$ cat config.mk
export PLATFORM = sky130hd
export DESIGN_NAME = pwm_capture
export DESIGN_NICKNAME = d
export VERILOG_FILES = /design/src/rtl/pwm_capture.sv
export SDC_FILE = /design/constraint.sdc
export NUM_CORES = 1
export LEC_CHECK = 0
export ABC_AREA = 1
export CORE_MARGIN = 4
export CORE_UTILIZATION = 57
export CTS_CLUSTER_SIZE = 25
export DETAILED_ROUTE_END_ITERATION = 8
export GPL_TIMING_DRIVEN = 0
export PLACE_DENSITY = 0.77
export SETUP_SLACK_MARGIN = 0.3
export SLEW_MARGIN = 20
export SYNTH_ARGS = -nofsm -noshare
export SYNTH_HDL_FRONTEND = slang
export SYNTH_SLANG_ARGS = --single-unit
$ cat constraint.sdc
create_clock -name clk -period 2.12 [get_ports clk]
set_input_delay 0.212 -clock clk [delete_from_list [all_inputs] [get_ports clk]]
set_output_delay 0.212 -clock clk [all_outputs]
set_load 0.01 [all_outputs]
$ cat src/rtl/pwm_capture.sv
// Servo/RC PWM decoder: measures pulse high time and converts it to a 0..MAX_POS position code.
// Optional glitch filter on the synchronized input is enabled by defining PWM_CAP_GLITCH_FILTER_EN.
module pwm_capture #(
    parameter int unsigned MIN_CYCLES     = 50000,
    parameter int unsigned STEP_CYCLES    = 288,
    parameter int unsigned MAX_POS        = 180,
    parameter int unsigned TIMEOUT_CYCLES = 1200000,
    parameter int unsigned FILTER_CYCLES  = 4
) (
    input  logic       clk,
    input  logic       rst,
    input  logic       pwm_in,
    output logic [7:0] position,
    output logic       pos_valid,
    output logic       signal_lost,
    output logic       width_err
);

    localparam int unsigned LO_CYCLES  = MIN_CYCLES - 8 * STEP_CYCLES;
    localparam int unsigned HI_CYCLES  = MIN_CYCLES + (MAX_POS + 8) * STEP_CYCLES;
    localparam int unsigned TOP_CYCLES = MIN_CYCLES + MAX_POS * STEP_CYCLES;

    localparam logic [19:0] LO_W     = 20'(LO_CYCLES);
    localparam logic [19:0] HI_W     = 20'(HI_CYCLES);
    localparam logic [19:0] MIN_W    = 20'(MIN_CYCLES);
    localparam logic [19:0] TOP_W    = 20'(TOP_CYCLES);
    localparam logic [19:0] HALF_W   = 20'(STEP_CYCLES / 2);
    localparam logic [23:0] DIV_INIT = 24'(STEP_CYCLES) << 7;
    localparam logic [20:0] TO_W     = 21'(TIMEOUT_CYCLES);

    if (FILTER_CYCLES == 0 || MAX_POS > 255 || STEP_CYCLES == 0 ||
        MIN_CYCLES <= 8 * STEP_CYCLES + 8 || HI_CYCLES >= (1 << 20) ||
        (TOP_CYCLES - MIN_CYCLES + STEP_CYCLES / 2) >= (1 << 16) ||
        TIMEOUT_CYCLES >= (1 << 21)) begin : g_param_check
        $error("pwm_capture: unsupported parameter set");
    end

    // Synchronizer is deliberately not reset so s_in reflects the true pin level right after reset.
    logic sync1_q;
    logic sync2_q;

    always_ff @(posedge clk) begin
        sync1_q <= pwm_in;
        sync2_q <= sync1_q;
    end

    logic s_in;

`ifdef PWM_CAP_GLITCH_FILTER_EN
    localparam int unsigned FCW = $clog2(FILTER_CYCLES + 1);

    logic           s_filt_q;
    logic           s_filt_d;
    logic [FCW-1:0] flt_cnt_q;
    logic [FCW-1:0] flt_cnt_d;

    always_comb begin
        s_filt_d  = s_filt_q;
        flt_cnt_d = '0;
        if (sync2_q != s_filt_q) begin
            if (flt_cnt_q == FCW'(FILTER_CYCLES - 1)) begin
                s_filt_d = sync2_q;
            end else begin
                flt_cnt_d = flt_cnt_q + FCW'(1);
            end
        end
    end

    always_ff @(posedge clk) begin
        if (rst) begin
            s_filt_q  <= sync2_q;
            flt_cnt_q <= '0;
        end else begin
            s_filt_q  <= s_filt_d;
            flt_cnt_q <= flt_cnt_d;
        end
    end

    assign s_in = s_filt_q;
`else
    assign s_in = sync2_q;
`endif

    logic s_prev_q;
    logic rise;
    logic fall;

    assign rise = s_in & ~s_prev_q;
    assign fall = ~s_in & s_prev_q;

    typedef enum logic [1:0] {
        M_ARM,
        M_WAIT_RISE,
        M_MEASURE
    } meas_state_t;

    typedef enum logic {
        D_IDLE,
        D_RUN
    } div_state_t;

    meas_state_t meas_q;
    meas_state_t meas_d;
    logic [19:0] high_cnt_q;
    logic [19:0] high_cnt_d;
    logic        width_err_q;
    logic        width_err_d;
    logic        start_div;
    logic [19:0] wc;
    logic [15:0] numer;

    always_comb begin
        meas_d      = meas_q;
        high_cnt_d  = high_cnt_q;
        width_err_d = 1'b0;
        start_div   = 1'b0;

        if (high_cnt_q < MIN_W) begin
            wc = MIN_W;
        end else if (high_cnt_q > TOP_W) begin
            wc = TOP_W;
        end else begin
            wc = high_cnt_q;
        end
        numer = 16'(wc - MIN_W + HALF_W);

        case (meas_q)
            M_ARM: begin
                if (!s_in) begin
                    meas_d = M_WAIT_RISE;
                end
            end
            M_WAIT_RISE: begin
                if (rise) begin
                    high_cnt_d = 20'd1;
                    meas_d     = M_MEASURE;
                end
            end
            M_MEASURE: begin
                if (fall) begin
                    meas_d = M_WAIT_RISE;
                    if (high_cnt_q < LO_W || high_cnt_q > HI_W) begin
                        width_err_d = 1'b1;
                    end else begin
                        start_div = 1'b1;
                    end
                end else if (high_cnt_q != '1) begin
                    high_cnt_d = high_cnt_q + 20'd1;
                end
            end
            default: meas_d = M_ARM;
        endcase
    end

    div_state_t  div_q;
    div_state_t  div_d;
    logic [23:0] rem_q;
    logic [23:0] rem_d;
    logic [23:0] dvs_q;
    logic [23:0] dvs_d;
    logic [7:0]  quo_q;
    logic [7:0]  quo_d;
    logic [2:0]  bit_q;
    logic [2:0]  bit_d;
    logic [7:0]  position_q;
    logic [7:0]  position_d;
    logic        pos_valid_q;
    logic        pos_valid_d;

    // Quotient is known to fit 8 bits, so the divisor starts pre-shifted by 7 and walks right.
    always_comb begin
        div_d       = div_q;
        rem_d       = rem_q;
        dvs_d       = dvs_q;
        quo_d       = quo_q;
        bit_d       = bit_q;
        position_d  = position_q;
        pos_valid_d = 1'b0;

        case (div_q)
            D_IDLE: begin
                if (start_div) begin
                    rem_d = {8'd0, numer};
                    dvs_d = DIV_INIT;
                    quo_d = '0;
                    bit_d = '0;
                    div_d = D_RUN;
                end
            end
            D_RUN: begin
                if (rem_q >= dvs_q) begin
                    rem_d = rem_q - dvs_q;
                    quo_d = {quo_q[6:0], 1'b1};
                end else begin
                    quo_d = {quo_q[6:0], 1'b0};
                end
                dvs_d = dvs_q >> 1;
                bit_d = bit_q + 3'd1;
                if (bit_q == 3'd7) begin
                    position_d  = quo_d;
                    pos_valid_d = 1'b1;
                    div_d       = D_IDLE;
                end
            end
            default: div_d = D_IDLE;
        endcase
    end

    logic [20:0] to_q;
    logic [20:0] to_d;
    logic        lost_q;
    logic        lost_d;

    // A decode in the same cycle as the timeout hit takes precedence.
    always_comb begin
        if (meas_q == M_WAIT_RISE && rise) begin
            to_d = '0;
        end else if (to_q == '1) begin
            to_d = to_q;
        end else begin
            to_d = to_q + 21'd1;
        end

        lost_d = lost_q;
        if (pos_valid_d) begin
            lost_d = 1'b0;
        end else if (to_d == TO_W) begin
            lost_d = 1'b1;
        end
    end

    always_ff @(posedge clk) begin
        if (rst) begin
            s_prev_q    <= 1'b0;
            meas_q      <= M_ARM;
            high_cnt_q  <= '0;
            width_err_q <= 1'b0;
            div_q       <= D_IDLE;
            rem_q       <= '0;
            dvs_q       <= '0;
            quo_q       <= '0;
            bit_q       <= '0;
            position_q  <= '0;
            pos_valid_q <= 1'b0;
            to_q        <= '0;
            lost_q      <= 1'b1;
        end else begin
            s_prev_q    <= s_in;
            meas_q      <= meas_d;
            high_cnt_q  <= high_cnt_d;
            width_err_q <= width_err_d;
            div_q       <= div_d;
            rem_q       <= rem_d;
            dvs_q       <= dvs_d;
            quo_q       <= quo_d;
            bit_q       <= bit_d;
            position_q  <= position_d;
            pos_valid_q <= pos_valid_d;
            to_q        <= to_d;
            lost_q      <= lost_d;
        end
    end

    assign position    = position_q;
    assign pos_valid   = pos_valid_q;
    assign signal_lost = lost_q;
    assign width_err   = width_err_q;

endmodule

# ---- Yosys cells after proc, flatten, opt, wreduce, memory -nomap -nowiden
# Cells that the tools add are included.
dict set report classes {
  n_div 0
  n_addsub 6
  muxes 33
  n_reduce_logical 10
  eq_ne 13
  n_lt_le_gt_ge 5
  bitwise_logic 7
  shifts 0
  n_mul 0
}
# cell count
set ops {}
lappend ops {{24-bit case mux with 2 select lines} 2}
lappend ops {{24-bit 2-to-1 mux} 3}
lappend ops {{20-bit 2-to-1 mux} 3}
lappend ops {{21-bit == test, second input constant} 2}
lappend ops {{21-bit 2-to-1 mux} 2}
lappend ops {{20-bit by 17-bit greater-than comparator with 1-bit output, second input constant} 2}
lappend ops {{20-bit by 16-bit < comparator with 1-bit output, second input constant} 2}
lappend ops {{20-bit case mux with 2 select lines} 1}
lappend ops {{16-bit 2-to-1 mux} 2}
lappend ops {{24-bit greater-or-equal comparator} 1}
lappend ops {{24-bit subtractor} 1}
lappend ops {{21-bit by 1-bit adder with 21-bit output, second input constant} 1}
lappend ops {{20-bit by 1-bit adder with 20-bit output, second input constant} 1}
lappend ops {{20-bit inequality test, second input constant} 1}
lappend ops {{16-bit by 8-bit adder with 16-bit output, second input constant} 1}
lappend ops {{16-bit subtractor, second input constant} 1}
lappend ops {{7-bit case mux with 2 select lines} 1}
lappend ops {{2-bit inequality test, second input constant} 6}
lappend ops {{1-bit 2-to-1 mux} 11}
lappend ops {{7-bit 2-to-1 mux} 1}
lappend ops {{2-bit 2-to-1 mux} 3}
lappend ops {{2-bit case mux with 3 select lines} 1}
lappend ops {{3-bit case mux with 2 select lines} 1}
lappend ops {{1-bit NOT} 5}
lappend ops {{16 further kinds} 19}
dict set report totals {
  ff_bits 116
  elab_cells 89
  mem_bits_ro 0
  output_inout_bits 11
  latchBits 0
  mem_bits_rw 0
  mem_count 0
  input_bits 3
}

# ---- Depth between registers and ports, before layout
dict set report depth {
  word_depth 7
  ltp_mapped 20
  mapped_depth_nobuf 19
}

# ---- Worst setup path before layout
# OpenSTA, ideal clock, no wires.
dict set report synth_timing {
  path_type {reg2reg}
  start {register high_cnt_q[0]}
  end {register rem_q[12]}
  n_path_buf 0
  synth_period_minus_slack_ns 2.130
  required_time_ns 1.998
  arrival_ns 2.008
  path_slack_ns -0.010
  setup_time_ns 0.122
  stages_incl_launch_ff 17
  path_cell_list {dfxtp_1 -> inv_1 -> ha_1 -> nand3_1 -> nor2_1 -> nand3_2 -> nand2_4 -> nand2_2 -> inv_1 -> nand2_1 -> ha_1 -> inv_1 -> nand4_1 -> nand2_1 -> a21oi_1 -> o21ai_0 -> a21oi_1}
}
dict set report synth_between {
  elab_chain_len 7
  elab_cells_between_ends 16
  cone_classes {2 x add/sub; 4 x order compare; 1 x eq/ne; 7 x mux; 2 x reduce/logical}
}
# element line
set synth_lines {}
lappend synth_lines {{from (decl)} 104} ;# logic [19:0] high_cnt_q;
lappend synth_lines {{from (signal assigned)} 250} ;# high_cnt_q <= high_cnt_d;
lappend synth_lines {{20-bit by 17-bit greater-than comparator with 1-bit output, or another cell as far along} 120} ;# end else if (high_cnt_q > TOP_W) begin
lappend synth_lines {{16-bit 2-to-1 mux or 1-bit logical OR (tied branches)} {120, 142}}
lappend synth_lines {{16-bit 2-to-1 mux or 1-bit 2-to-1 mux (tied branches)} {118, 142}}
lappend synth_lines {{16-bit subtractor or 1-bit 2-to-1 mux (tied branches)} {125, 140}}
lappend synth_lines {{16-bit by 8-bit adder with 16-bit output or 1-bit 2-to-1 mux (tied branches)} {125, 127}}
lappend synth_lines {{24-bit 2-to-1 mux or 2-bit inequality test (tied branches)} -}
lappend synth_lines {{24-bit case mux with 2 select lines or 2-bit AND reduction (tied branches)} -}
lappend synth_lines {{to (signal assigned)} 253} ;# rem_q <= rem_d;
lappend synth_lines {{to (decl)} 157} ;# logic [23:0] rem_q;
# Several ways; a longest one is shown, not always the timed one. The select of a mux whose other input is x is not followed.
# A chain may end at the register's enable or synchronous reset.

# ---- Worst setup path after layout
dict set report layout_timing {
  start {register rem_q[0]}
  end {register rem_q[17]}
}
dict set report layout_between {
  elab_chain_len 3
  elab_cells_between_ends 6
  cone_classes {1 x add/sub; 1 x order compare; 1 x eq/ne; 2 x mux; 1 x reduce/logical}
}
# element line
set layout_lines {}
lappend layout_lines {{24-bit subtractor or 24-bit greater-or-equal comparator (tied branches)} {192, 191}}
lappend layout_lines {{24-bit 2-to-1 mux or 2-bit by 1-bit inequality test with 1-bit output (tied branches)} -}
lappend layout_lines {{24-bit case mux with 2 select lines or 2-bit AND reduction (tied branches)} -}
# Several ways; a longest one is shown, not always the timed one. The select of a mux whose other input is x is not followed.

==> results.md <==
- The run finished, with violations left.
- The final reports fail on setup timing.
- Data arrives at the worst endpoint at 2480 ps.
- The combinational power share is about 4.7%.
- For this run, the number of standard cells in the final layout without fillers is 1270.
- For this run, the post-layout net count is 1151.
- In this run the count of I/O pins placed on the die edge is 14.
- Per report_power, the clock group accounts for between 40 and 50% of the total.
- The kind of critical path is register to register.
- The mean number of vias per cell is between 5 and 6.
- The tree is rooted in a sky130_fd_sc_hd__clkbuf_16.
- 0 antenna diodes ended up in the layout.
- The dominant register cell in the synthesized netlist is sky130_fd_sc_hd__dfxtp_1.
- The instance area at placement is ~7100 µm².
- Counting flops and latches in the post-synthesis netlist gives 108.
- The sequential share of power is 50.7%.
- The number of endpoints with negative hold slack in the final report is 0.
- The tool flagged a number of max-cap violations equal to 0.
- After the first detailed-routing iteration, the DRC count stood at 700.
- The effective utilization at floorplan is about three fifths.
- Compared with the post-synthesis result, the final layout area differs by 38.6%.
- The leakage power figure is 3.81 nW.
- In this run the worst path has a maximum fanout of 4.
- The sink count of the clock tree is 108.
- The weighted congestion at the end of routability-driven global placement is 0.944.
- In the synthesized netlist the async set-or-reset flop fraction comes to 0%.
- The number of nets in the synthesized netlist is 1053.
- The number of levels in the clock H-tree is 3.
- The buffer levels on the longest clock path is 2.
- Setup repair after global routing could not meet its margin everywhere.
- Summing the sequential cell areas from Yosys gives 32.9% of the chip area.
- Including well taps, the total number of placed cells is 1179.
- The fraction of final layout cells with drive strength greater than 1 is ~34%.
- The region available for standard cell placement spans 11100 µm².
- The die is roughly 120 µm tall.
- The count of pins over their slew limit is 0.
- A synthesized cell averages between 6 and 7 µm².
- In this run the tool buffered the top-level ports with 12 buffer cells.
- The relative max-transition margin is 50.3%.
- The post-route standard cell area excluding fillers is 9110 µm².
- The wire length of the first global-routing pass is 33300 µm.
- The worst hold path belongs to the class input pin to register.
- The floorplan has 38 rows.
- The transition at the pin with the smallest max-transition slack is 745 ps.
- The routed length per instance is 16.7 µm.
- The worst setup path is captured at a register.
- After detailed routing, the number of remaining DRC violations is 0.
- The summed instance area of the synthesized netlist is 6580 µm².
- The internal portion of the total power is 3.07 mW.
- The pin count of the biggest net entering global routing is 19.
- The worst-case setup margin in the final layout is -121 ps.
- Clock-pin slew was measured on the worst setup and hold paths at 80 ps.
- The number of different library cells used by synthesis comes to 47.
- The critical path required time is 2360 ps.
- The largest vdd supply drop is 0.673 mV.
- The detailed-router iteration count before antenna repair is 6.
- The total power draw is 4.05 mW.
- The number of antenna violations at the first check in global routing is 0.
- The end-of-flow core utilization is about 80%.
- In this run the power spent charging and discharging nets is a little under 1 mW.
- The achievable clock frequency is 0.446 GHz.
- The synthesized design contains 0 enable-type register cells.
- The synthesis warning total is 0.
- The count of nets left with antenna violations once routing finished came out at 0.
- In this run, CTS created clock tree buffers numbering 9.
- The final route contains between 7000 and 8000 vias.
- The minimum period implied by the final worst setup slack is 2240 ps.
- The die area is 13300 µm².
- The die width is around 120 µm.
- The clock reaches the later pin of the worst-skew pair after 370 ps.
- The clock tree from TritonCTS is yes.
- Detailed placement finished with a half-perimeter wire length of roughly 13000 µm.
- The overall fraction of global-route tracks in use is a little under a third.
- The worst setup path is launched from a register.
- After layout, the worst path uses 106% of the clock period.
- The final worst clock skew is 13.6 ps.
- After detailed routing, the total wire length is 21200 µm.
- The total congestion overflow is 0.
- The setup violation total in the final timing report is 24.
- In the synthesized netlist, the number of instances is ~1000.
- The number of buffers added to fix hold violations after cts is 0.
- Net switching is 24.1% of the power.
- In this run the power density over the cells is 444 nW/µm².
- The via count of the first global-routing pass came to a little under 7000.
## critical path, cell delays in order (launching register included)
cell	delay [ps]
sky130_fd_sc_hd__dfxtp_2	340
sky130_fd_sc_hd__inv_2	40
sky130_fd_sc_hd__ha_4	160
sky130_fd_sc_hd__fa_2	390
sky130_fd_sc_hd__nor2_4	140
sky130_fd_sc_hd__nor2_4	50
sky130_fd_sc_hd__o21ai_4	180
sky130_fd_sc_hd__nand2_2	100
sky130_fd_sc_hd__nand3_4	100
sky130_fd_sc_hd__nand2_8	80
sky130_fd_sc_hd__buf_6	140
sky130_fd_sc_hd__buf_6	130
sky130_fd_sc_hd__nor3b_4	190
sky130_fd_sc_hd__nor3_2	50
## layout make-up
cell class | count | area (µm²)
clock inverter | 5 | 66.3
sequential | 108 | 2210
inverter | 115 | 479
buffer | 29 | 193
tap | 140 | 175
fill | 704 | 1960
timing repair buffer | 87 | 866
multi-input combinational | 775 | 4880
clock buffer | 11 | 243
## flip-flops by register name (all words and copies together), names as in the netlist
| name | count |
|---|---|
| high_cnt_q | 20 |
| quo_q | 7 |
| s_in | 1 |
| signal_lost | 1 |
| bit_q | 3 |
| meas_q | 2 |
| width_err | 1 |
| dvs_q | 16 |
| sync1_q | 1 |
| pos_valid | 1 |
| position | 8 |
| s_prev_q | 1 |
| div_q | 1 |
| rem_q | 24 |
| to_q | 21 |
## stage by stage
stage	worst slack, ps	setup TNS, ps	hold WS, ps
6_report	-121	-2010	292
5_1_grt	-213	-4130	300
4_1_cts	-28.5	-133	288
3_5_place_dp	-258	-4010	313
3_3_place_gp	-248	-3800	312
2_1_floorplan	186	0	240
## synth_stat cells, types with 8 or more instances
cell type,n,area (µm²)
sky130_fd_sc_hd__nor2_1,143,537
sky130_fd_sc_hd__clkbuf_1,17,63.8
sky130_fd_sc_hd__nand4_1,9,56.3
sky130_fd_sc_hd__inv_1,104,390
sky130_fd_sc_hd__dfxtp_1,108,2160
sky130_fd_sc_hd__nand2_1,262,983
sky130_fd_sc_hd__o21ai_0,57,285
sky130_fd_sc_hd__inv_2,9,33.8
sky130_fd_sc_hd__xor2_1,13,114
sky130_fd_sc_hd__nand2_2,8,50.1
sky130_fd_sc_hd__ha_1,22,275
sky130_fd_sc_hd__o21ai_1,8,40.0
sky130_fd_sc_hd__nand3_1,76,380
sky130_fd_sc_hd__nor3_1,26,130
sky130_fd_sc_hd__a21oi_1,89,445
## power by group through the flow
stage	Clock (mW)	Sequential, mW	Combinational [mW]
2_1_floorplan	0	2.10	0.0923
3_3_place_gp	0	2.10	0.128
3_5_place_dp	0	2.10	0.130
4_1_cts	1.82	2.05	0.160
5_1_grt	1.92	2.05	0.203
6_report	1.81	2.05	0.188
## repair_timing
action,4_1_cts,5_1_grt
gates resized for setup,206,83
setup buffers,51,18
endpoints found under the setup margin,64,66
pin swaps,49,38
gates cloned,6,0
hold endpoints to repair,0,0
## cell usage in the layout (no fill, tap or decap), types with 6 or more instances in the layout
master and count:
sky130_fd_sc_hd__nor2_1 112, sky130_fd_sc_hd__a21oi_1 53, sky130_fd_sc_hd__dfxtp_1 74, sky130_fd_sc_hd__nand2_4 13, sky130_fd_sc_hd__nand3_1 64, sky130_fd_sc_hd__clkbuf_16 9
sky130_fd_sc_hd__o21ai_1 17, sky130_fd_sc_hd__ha_4 19, sky130_fd_sc_hd__o21ai_0 37, sky130_fd_sc_hd__o21ai_2 9, sky130_fd_sc_hd__nor3_1 17, sky130_fd_sc_hd__nand2_2 54
sky130_fd_sc_hd__clkdlybuf4s50_1 12, sky130_fd_sc_hd__inv_2 21, sky130_fd_sc_hd__buf_6 17, sky130_fd_sc_hd__clkbuf_1 17, sky130_fd_sc_hd__nor2_2 26, sky130_fd_sc_hd__nand2_1 203
sky130_fd_sc_hd__buf_4 54, sky130_fd_sc_hd__inv_1 85, sky130_fd_sc_hd__a21oi_2 31, sky130_fd_sc_hd__a21oi_4 6, sky130_fd_sc_hd__dfxtp_2 30, sky130_fd_sc_hd__nor2_4 16
sky130_fd_sc_hd__xor2_1 12, sky130_fd_sc_hd__nand4_1 9, sky130_fd_sc_hd__nand3_2 12
## final timing paths
path | slack [ps] | cells past startpoint | endpoint | start
hold reg to reg | 330 | 0 | s_in$_DFF_P_ | sync1_q$_DFF_P_
setup reg to reg | -120 | 13 | rem_q[17]$_SDFFE_PP0P_ | rem_q[0]$_SDFFE_PP0P_
hold / removal | 290 | 1 | sync1_q$_DFF_P_ | pwm_in
setup / recovery | -120 | 13 | rem_q[17]$_SDFFE_PP0P_ | rem_q[0]$_SDFFE_PP0P_
## cells by family after synthesis
kind of cell	share of synthesized area [%]
XOR/XNOR	2.13
AO/OA/AOI/OAI	14.9
flip-flops	32.9
adder cells (fa/ha/maj)	4.49
AND/OR/NAND/NOR	36.6
buffers and inverters	9.02
## layer usage
metal | part of all wire, % | wire (µm) | vias up | track usage (%)
met2 | 47 | 9870 | 322 | 51.5
li1 | - | - | 3556 | -
met4 | 3.3 | 693 | 0 | 12.4
met3 | 8.2 | 1730 | 65 | 6.63
met1 | 42 | 8900 | 3377 | 41.1
met5 | 0 | 0 | - | 0
No activity file was read; power rests on OpenSTA's default activity.
